`src/rtl/line_capture_ctrl.sv`:
```
`default_nettype none
`timescale 1ns/1ps
// ============================================================================
// Module   : line_capture_ctrl
// Purpose  : Captures one sensor line (PIX_NUM samples, after skipping the
//            first PIX_SKIP pixels) into the 512x8 transmit buffer. It then
//            hands the buffer to the UART transmit controller with a tx_start
//            pulse and holds the buffer until tx_complete arrives.
//            Supports single-shot (arm) and continuous (cont_mode) capture.
// Revision : 1.0 - initial release
// ============================================================================
module line_capture_ctrl #(
  parameter int ADC_W      = 12,  // sensor ADC sample width
  parameter int DATA_SHIFT = 4,   // LSB of the 8-bit slice; DATA_SHIFT+7 <= ADC_W-1
  parameter int PIX_SKIP   = 16,  // pixels discarded after each line start (0..511)
  parameter int PIX_NUM    = 512  // pixels stored per frame, equals buffer depth
) (
  input  logic             clk,
  input  logic             rst_n,
  input  logic             arm,
  input  logic             cont_mode,
  input  logic             line_sync,
  input  logic             pix_valid,
  input  logic [ADC_W-1:0] pix_data,
  output logic             wr_en,
  output logic [8:0]       wr_adress,
  output logic [7:0]       wr_data,
  output logic             tx_start,
  input  logic             tx_busy,
  input  logic             tx_complete,
  output logic             busy,
  output logic             overrun_err,
  output logic [15:0]      frame_cnt
);

  localparam int IDX_W = 10;

  // The skip threshold and the last buffer address, pre-sized for comparison
  localparam logic [IDX_W-1:0] SKIP_THR  = IDX_W'(PIX_SKIP);
  localparam logic [8:0]       LAST_ADDR = 9'(PIX_NUM - 1);

  localparam logic [2:0] S_IDLE      = 3'd0;
  localparam logic [2:0] S_WAIT_SYNC = 3'd1;
  localparam logic [2:0] S_SKIP      = 3'd2;
  localparam logic [2:0] S_CAPTURE   = 3'd3;
  localparam logic [2:0] S_START_TX  = 3'd4;
  localparam logic [2:0] S_WAIT_TX   = 3'd5;

  // --------------------------------------------------------------------------
  // State and datapath registers
  // --------------------------------------------------------------------------
  logic [2:0]       state;
  logic [2:0]       state_nxt;
  logic             sync_d;
  logic [IDX_W-1:0] pix_idx;      // pixel index in the line, saturates at PIX_SKIP
  logic [IDX_W-1:0] pix_idx_nxt;
  logic [8:0]       wr_ptr;       // address of the next kept pixel
  logic [8:0]       wr_ptr_nxt;
  logic             overrun_nxt;
  logic [15:0]      frame_cnt_nxt;

  // Output next-values
  logic             wr_en_nxt;
  logic [8:0]       wr_adress_nxt;
  logic [7:0]       wr_data_nxt;
  logic             tx_start_nxt;
  logic             busy_nxt;

  // --------------------------------------------------------------------------
  // Line-level decode shared by the next-state and output logic
  // --------------------------------------------------------------------------
  logic             sync_rise;
  logic             in_line;      // states where line_sync / pix_valid matter
  logic             line_restart; // a new line begins this cycle
  logic             active;       // pixels are being counted this cycle
  logic [IDX_W-1:0] cur_idx;      // index of a pixel arriving this cycle
  logic [8:0]       cur_ptr;      // address a kept pixel would use this cycle
  logic             keep;         // this cycle's pixel is written to the buffer
  logic             last;         // this cycle's pixel fills the frame
  logic             count_pix;

  // Only the sliced bits reach the buffer; the rest are intentionally dropped
  logic             unused_pix_bits;
  assign unused_pix_bits = ^pix_data;

  assign sync_rise    = line_sync & ~sync_d;
  assign in_line      = (state == S_WAIT_SYNC) || (state == S_SKIP) || (state == S_CAPTURE);
  assign line_restart = in_line & sync_rise;
  // A pixel coinciding with the line start is pixel 0 of the new line
  assign active       = (state == S_SKIP) || (state == S_CAPTURE) || line_restart;
  assign cur_idx      = line_restart ? '0 : pix_idx;
  assign cur_ptr      = (line_restart || (state == S_WAIT_SYNC)) ? '0 : wr_ptr;
  assign keep         = active & pix_valid & (cur_idx >= SKIP_THR);
  assign last         = keep & (cur_ptr == LAST_ADDR);
  assign count_pix    = active & pix_valid & (cur_idx < SKIP_THR);

  // State register together with the line counters, sync history and status
  always_ff @(posedge clk or negedge rst_n) begin
    if (!rst_n) begin
      state       <= S_IDLE;
      sync_d      <= 1'b0;
      pix_idx     <= '0;
      wr_ptr      <= '0;
      overrun_err <= 1'b0;
      frame_cnt   <= '0;
    end else begin
      state       <= state_nxt;
      sync_d      <= line_sync;
      pix_idx     <= pix_idx_nxt;
      wr_ptr      <= wr_ptr_nxt;
      overrun_err <= overrun_nxt;
      frame_cnt   <= frame_cnt_nxt;
    end
  end

  // Next-state logic: capture sequencing, overrun handling and handshake
  always_comb begin
    state_nxt     = state;
    pix_idx_nxt   = cur_idx;
    wr_ptr_nxt    = cur_ptr;
    overrun_nxt   = overrun_err;
    frame_cnt_nxt = frame_cnt;

    if (count_pix) begin
      pix_idx_nxt = cur_idx + 1'b1;
    end
    // Wraps to 0 only after the last address, which also ends the frame
    if (keep) begin
      wr_ptr_nxt = cur_ptr + 1'b1;
    end

    case (state)
      S_IDLE: begin
        if (arm) begin
          state_nxt   = S_WAIT_SYNC;
          overrun_nxt = 1'b0;
        end
      end
      S_WAIT_SYNC, S_SKIP, S_CAPTURE: begin
        // A new line before the frame filled restarts it and flags overrun
        if (line_restart && (state != S_WAIT_SYNC)) begin
          overrun_nxt = 1'b1;
        end
        if (last) begin
          state_nxt = S_START_TX;
        end else if (keep) begin
          state_nxt = S_CAPTURE;
        end else if (line_restart) begin
          state_nxt = S_SKIP;
        end
      end
      S_START_TX: begin
        if (!tx_busy) begin
          state_nxt     = S_WAIT_TX;
          frame_cnt_nxt = frame_cnt + 1'b1;
        end
      end
      S_WAIT_TX: begin
        // cont_mode is only looked at here, so a frame in flight always finishes
        if (tx_complete) begin
          state_nxt = cont_mode ? S_WAIT_SYNC : S_IDLE;
        end
      end
      default: begin
        state_nxt = S_IDLE;
      end
    endcase
  end

  // Output logic: next values of the registered buffer/handshake outputs
  always_comb begin
    wr_en_nxt     = keep;
    wr_adress_nxt = wr_adress;
    wr_data_nxt   = wr_data;
    tx_start_nxt  = (state == S_START_TX) && !tx_busy;
    busy_nxt      = (state_nxt != S_IDLE);
    if (keep) begin
      wr_adress_nxt = cur_ptr;
      wr_data_nxt   = pix_data[DATA_SHIFT +: 8];
    end
  end

  // Output registers: single-cycle latency from pixel strobe to buffer write
  always_ff @(posedge clk or negedge rst_n) begin
    if (!rst_n) begin
      wr_en     <= 1'b0;
      wr_adress <= '0;
      wr_data   <= '0;
      tx_start  <= 1'b0;
      busy      <= 1'b0;
    end else begin
      wr_en     <= wr_en_nxt;
      wr_adress <= wr_adress_nxt;
      wr_data   <= wr_data_nxt;
      tx_start  <= tx_start_nxt;
      busy      <= busy_nxt;
    end
  end

endmodule
`default_nettype wire

```
`config.mk`:
```
export PLATFORM = sky130hd
export DESIGN_NAME = line_capture_ctrl
export DESIGN_NICKNAME = d
export VERILOG_FILES = /design/src/rtl/line_capture_ctrl.sv
export SDC_FILE = /design/constraint.sdc
export NUM_CORES = 1
export LEC_CHECK = 0
export ABC_AREA = 1
export CORE_UTILIZATION = 45
export CTS_CLUSTER_DIAMETER = 120
export DETAILED_ROUTE_END_ITERATION = 8
export DONT_BUFFER_PORTS = 1
export PLACE_DENSITY = 0.63
export SLEW_MARGIN = 20
export SYNTH_ARGS = -nofsm -noshare
export SYNTH_HDL_FRONTEND = slang
export SYNTH_SLANG_ARGS = --single-unit
```
`constraint.sdc`:
```
create_clock -name clk -period 2.6 [get_ports clk]
set_clock_uncertainty 0.15 [all_clocks]
set_input_delay 0.39 -clock clk [delete_from_list [all_inputs] [get_ports clk]]
set_output_delay 0.39 -clock clk [all_outputs]
set_load 0.005 [all_outputs]
```
==> impl_metrics.ini, run 1 <==
[routing]
vias_per_cell = 4.82
dr_total_vias = 1953
postRouteAntennaNets = 0
drt-initial-drc-count = 86
route.detailed.drc = 1
drt_wl_total_mm = 5.19
dr.pass1.iters = 8
routedWlPerCell_um = 12.8

[min_path]
holdPathEnd = wr_data[6]
min_path_type = input port to register
worst_hold_path.num_cells = 2
hold_start = pix_data[10]

[cts]
clk_latency_ns = 0.33
numCtsBuffers = 9
htreeDepth = 3
clk_pin_slew_worst_paths_ns = 0.07
cts_tree = done
cts_sinks = 60
root_buffer = clkbuf_8
clockBufferDepth = 2

[timing]
maxSlewViolCount = 0
setup_violations = 0
fin_ws_ns = 0.160
fmaxAchievable_mhz = 410
fin_crit_sh_pct = 93.8
max_slew_margin_pct = 76.4
fin_crit_ns = 2.44
hold_violations = 0
worst_pin_slew_ns = 0.353

[global_route]
grt_max_degree = 61
grt_pass1_vias = 1912
antenna_found_initial = 0
grt_pass1_wl_mm = 8.63
gr-total-overflow = 0
track_usage_pct = 18.0

[floorplanning]
dieArea_sq_um = 6410
start_util_pct = 46.6
die_x_um = 80.1
fp.coreArea_sq_um = 5890
std_cell_rows = 28
io_pins = 57
die_h_um = 80.1

[synth]
ys_top_cells_by_count = nand2_1, dfrtp_1, inv_1, nor2_1, nand3_1
async_reset_ff_share_pct = 100
yosys.area_share.simple_pct = 26.0
ys.flop_type = dfrtp_1
synth_area_per_cell_sq_um = 8.94
synth_area_leaders = dfrtp_1, nand2_1, inv_1, xor2_1, nor2_1
synth_top_family_by_area = simple AND/OR/NAND/NOR gates
ys_seq_elements = 60
synth_fp_nets = 332
ys_seq_area_share_pct = 54.7
synth_top_area_share_pct = 54.7
synth_compound_area_share_pct = 3.47
synth_most_common_cell = nand2_1
yosys.area_share.xor_xnor_pct = 6.70
synthAdderAreaFrac_pct = 2.28
synthCells = 307
synth_mux_area_share_pct = 0
synth_cell_types = 27
synth.largest_area_cell = dfrtp_1
yosys_warnings = 0
synth_edf_count = 0
synthesis.area_sq_um = 2740

[pwr]
p_leak_nw = 1.62
power.density_nw_per_um2 = 799
max-vdd-ir-drop_v = 0.000484

[layout]
drive_above_1_share_pct = 13.6
final_net_count = 350
n_fill_cell = 513
fin_area_sq_um = 3200
seq_area_sq_um = 1500
syn2layout_area_growth_pct = 16.5
fin_cells = 405
antennaDiodeCount = 0
multi_input_area_sq_um = 1090

[critical_path]
rr_worst_depth = 12
critPathCaptureType = register
reg2reg_from = state[0]
critPathMaxFanout = 6
path_class = register to register
required_ns = 2.65
arrival_ns = 2.49
r2r_slack_ns = 0.16
cpPeakStageDelay_ns = 0.42
crit_slowest_cell = dfrtp_1
crit_family = simple AND/OR/NAND/NOR gates
critPathLaunchType = register
path_cells = nor2_2, nor2_1, nand2_2, inv_2, nor2_4, ha_2, nand3_1, nor4_2, ha_2, nand3_2, nand3_2, nand4_1
cp_num_buf_inv = 1
r2r_end = busy

[place]
pre_cts_ws_ns = 0.116
dp.cells = 378
dpl-instance-area_sq_um = 2800
dp_hpwl_mm = 3.40
io_buffers = 0
gp_congestion = 0.823

[run]
maxCapViolations = 0

[outcome]
violations = design-rule violations
status = finished, violations left
-- cell type report --
| class | instances | area share (%) |
|---|---|---|
| clock buffer | 13 | 5.29 |
| clock inverter | 3 | 2.11 |
| inverter | 35 | 4.11 |
| multi-input combinational | 206 | 34.3 |
| sequential | 60 | 47.0 |
| tap | 75 | 2.94 |
| timing repair buffer | 13 | 4.31 |
-- cells by family after synthesis --
group | after synthesis
AOI/OAI and AO/OA | 16
xor gates and xnor gates | 21
adders and majority gates | 5
buffers and inverters | 41
DFF | 60
and+or+nand+nor | 164
-- report_power, final --
group          switching, mW  total, mW  internal (mW)
clock network          0.359      0.978          0.619
registers             0.0970       1.16           1.06
logic                  0.258      0.421          0.162
-- per-layer routing --
| metal | wire, um | up-vias | track usage (%) |
|---|---|---|---|
| met2 | 2320 | 42 | 27.4 |
| li1 | - | 985 | - |
| met3 | 284 | 6 | 7.39 |
| met1 | 2510 | 920 | 22.3 |
| met5 | 0 | - | 0 |
| met4 | 82 | 0 | 8.39 |
-- worst max path at each step --
stage                     startpoint   end  slack (ns)  depth (start not counted)
after global routing        state[0]  busy       -0.02                         12
after CTS                   state[0]  busy        0.06                         12
after floorplan             state[0]  busy        0.44                         12
after global placement      state[0]  busy        0.21                         12
after detailed placement    state[0]  busy        0.12                         12
final                       state[0]  busy        0.16                         12
-- repair_timing --
action	in CTS	in global routing
buffers inserted	0	2
hold buffers	9	0
resized for setup	0	11
endpoints found under the hold margin	67	0
setup endpoints to repair	0	3
-- per-stage QoR --
| step | total power [mW] | util (%) | hold slack [ns] | setup TNS (ns) |
|---|---|---|---|---|
| 2_1_floorplan | 1.41 | - | -0.0556 | 0 |
| 3_3_place_gp | 1.48 | 47.5 | -0.0540 | 0 |
| 3_5_place_dp | 1.50 | 47.5 | -0.0545 | 0 |
| 4_1_cts | 2.53 | 53.4 | 0.00110 | 0 |
| 5_1_grt | 2.72 | 54.3 | 0.0175 | -0.0196 |
| 6_report | 2.55 | 54.3 | 0.0233 | 0 |
-- state kept, by name, summed over array words and instances (netlist names), 3 cells and up --
register,count
frame_cnt,16
pix_idx,10
state,3
wr_adress,9
wr_data,8
wr_ptr,9
-- layout by cell type (no fill, tap or decap), types with 2 or more instances in the layout --
| cell | count |
|---|---|
| nand3_2 | 5 |
| dfrtp_1 | 60 |
| clkbuf_8 | 12 |
| nor2_2 | 3 |
| o21ai_0 | 9 |
| ha_2 | 2 |
| nor3_1 | 4 |
| nand2_1 | 96 |
| o31ai_1 | 2 |
| nand4_1 | 3 |
| nor2_1 | 26 |
| xor2_1 | 13 |
| bufinv_16 | 2 |
| nand3_1 | 14 |
| buf_4 | 4 |
| inv_2 | 3 |
| nand2_2 | 6 |
| xnor2_1 | 8 |
| ha_1 | 3 |
| dlygate4sd3_1 | 8 |
| nor2_4 | 4 |
| inv_1 | 32 |
-- worst register-to-register path, delay by kind of cell (launching register included) --
kind / cells / cell delay (ns)
DFF: 1 / 0.42
buffers and inverters: 1 / 0.09
adders and majority gates: 2 / 0.42
and+or+nand+nor: 9 / 1.23
Power figures use the tool's default switching activity.
==> run 2, diff against run 1 <==
- SKIP_LAST_GASP: unset -> 1
- clock period: 2.6 -> 2.7 ns (I/O delays scaled with it)
==> run 2 against run 1 <==
Against the previous run:
- the flow still finishes with violations (design-rule violations)
- sequential cell count is the same
- die area is the same
- core utilization shrank 2.9 points
- sequential share of layout area grew 2.6 points
- global-route usage shrank 0.45 points
- maximum frequency is essentially flat
- critical path type unchanged
==> impl_metrics.ini, run 2 (synthesized netlist as in run 1, its figures left out) <==
[outcome]
status = finished, violations left
violations = design-rule violations

[min_path]
min_path_type = input port to register
holdPathEnd = tx_start
hold_start = tx_busy
worst_hold_path.num_cells = 1

[global_route]
gr-usage-met2_pct = 25.5
grt_max_degree = 61
antenna_found_initial = 0
grt_pass1_vias = 1777
met3_usage_pct = 6.59
track_usage_pct = 17.6
grt_busiest_layer = met2
grt_pass1_wl_mm = 8.42
met1_usage_pct = 23.1
gr-total-overflow = 0

[pwr]
p_leak_nw = 1.57
max-vdd-ir-drop_v = 0.000318
power.density_nw_per_um2 = 722

[layout]
multi_input_area_sq_um = 1060
drive_above_1_share_pct = 9.63
layout_commonest_cell = nand2_1
largest_register_ffs = 16
final_cell_mix = nand2_1, dfrtp_1, inv_1
syn2layout_area_growth_pct = 10.3
fin_cells = 397
antennaDiodeCount = 0
reg_top3 = frame_cnt x16, pix_idx x10
regMostFlops = frame_cnt
seq_area_sq_um = 1500
n_fill_cell = 560
final_net_count = 342

[timing]
setup_violations = 0
fmaxAchievable_mhz = 409
fin_crit_ns = 2.44
max_slew_margin_pct = 76.2
maxSlewViolCount = 0
setup_tns_ns = 0
rsz0062_at_grt = no
fin_crit_sh_pct = 90.4
hold_violations = 0
worst_pin_slew_ns = 0.357

[floorplanning]
dieArea_sq_um = 6410
start_util_pct = 46.6
die_h_um = 80.1
std_cell_rows = 28
fp.coreArea_sq_um = 5890
die_x_um = 80.1
io_pins = 57

[routing]
postRouteAntennaNets = 0
drt-initial-drc-count = 96
dr_total_vias = 1923
route.detailed.drc = 1
vias_per_cell = 4.84
drt_wl_total_mm = 5.04
dr.pass1.iters = 6
routedWlPerCell_um = 12.7

[cts]
cts_tree = done
root_buffer = clkbuf_8
clk_pin_slew_worst_paths_ns = 0.07
clk_latency_ns = 0.33
clockBufferDepth = 2
cts_sinks = 60
numCtsBuffers = 9
postCtsResizedCells = 0
htreeDepth = 3

[critical_path]
r2r_end = busy
rr_worst_depth = 12
cpPeakStageDelay_ns = 0.41
required_ns = 2.75
cp_num_buf_inv = 1
critPathLaunchType = register
path_cells = nor2_1, nor2_1, nand2_2, inv_1, nor2_1, ha_1, nand3_1, nor4_1, ha_1, nand3_1, nand3_1, nand4_1
path_class = register to register
critPathMaxFanout = 6
critPathCaptureType = register
arrival_ns = 2.49
crit_slowest_cell = dfrtp_1
crit_family = simple AND/OR/NAND/NOR gates
reg2reg_from = state[0]
r2r_slack_ns = 0.26

[place]
dp.cells = 378
dp_hpwl_mm = 3.36
io_buffers = 0
gp_congestion = 0.834

[run]
maxCapViolations = 0
-- run 2: cell count changes in the layout (fill, tap and decap cells not counted), sizes merged --
cell,change
buf,-2
bufinv,-2
clkbuf,+2
clkinv,+1
clkinvlp,-1
dlygate4sd3,-6
-- run 2: where the power goes --
group          internal (mW)  total [mW]  switching [mW]
logic                  0.118       0.334           0.216
clock network          0.408       0.738           0.329
registers               1.02        1.11          0.0927
-- run 2: how the worst max path moves through the flow --
stage,startpoint,endpoint,slack (ns),depth (start not counted)
after floorplan,state[0],busy,0.54,12
after global placement,state[0],busy,0.26,12
after detailed placement,state[0],busy,0.28,12
after CTS,state[0],busy,0.26,12
after global routing,state[0],busy,0.00005,12
final,state[0],busy,0.26,12
-- run 2: cell type report --
type,instances,area share [%]
sequential,60,49.6
inverter,35,4.34
clock buffer,15,5.83
clock inverter,1,0.165
tap,75,3.10
multi-input combinational,206,34.9
timing repair buffer,5,2.07
-- run 2: worst register-to-register path, stage by stage, from the launching register on --
cell and delay [ns]:
dfrtp_1 0.41, nor2_1 0.14, nor2_1 0.09, nand2_2 0.13, inv_1 0.11, nor2_1 0.17
ha_1 0.21, nand3_1 0.14, nor4_1 0.22, ha_1 0.21, nand3_1 0.11, nand3_1 0.13
nand4_1 0.08
-- run 2: stage by stage --
| step | hold WS [ns] | total power, mW | instance area (sq um) | setup WS (ns) | util (%) |
|---|---|---|---|---|---|
| floorplan | -0.0406 | 1.36 | 2740 | 0.535 | - |
| detailed placement | -0.0391 | 1.44 | 2800 | 0.280 | 47.5 |
| global placement | -0.0390 | 1.43 | 2800 | 0.264 | 47.5 |
| CTS | 0.00595 | 2.22 | 3030 | 0.258 | 51.4 |
| finish | 0.0230 | 2.18 | 3030 | 0.258 | 51.4 |
| global route | 0.0119 | 2.35 | 3030 | 0.0000455 | 51.4 |
-- run 2: what timing repair did --
action	CTS	global route
hold endpoints to repair	61	0
setup buffers	0	0
hold buffers	3	0
-- run 2: layer usage --
| metal | wire length (um) | up-vias |
|---|---|---|
| met2 | 2240 | 43 |
| met4 | 107 | 0 |
| met3 | 313 | 9 |
| met5 | 0 | - |
| met1 | 2370 | 899 |
| li1 | - | 972 |
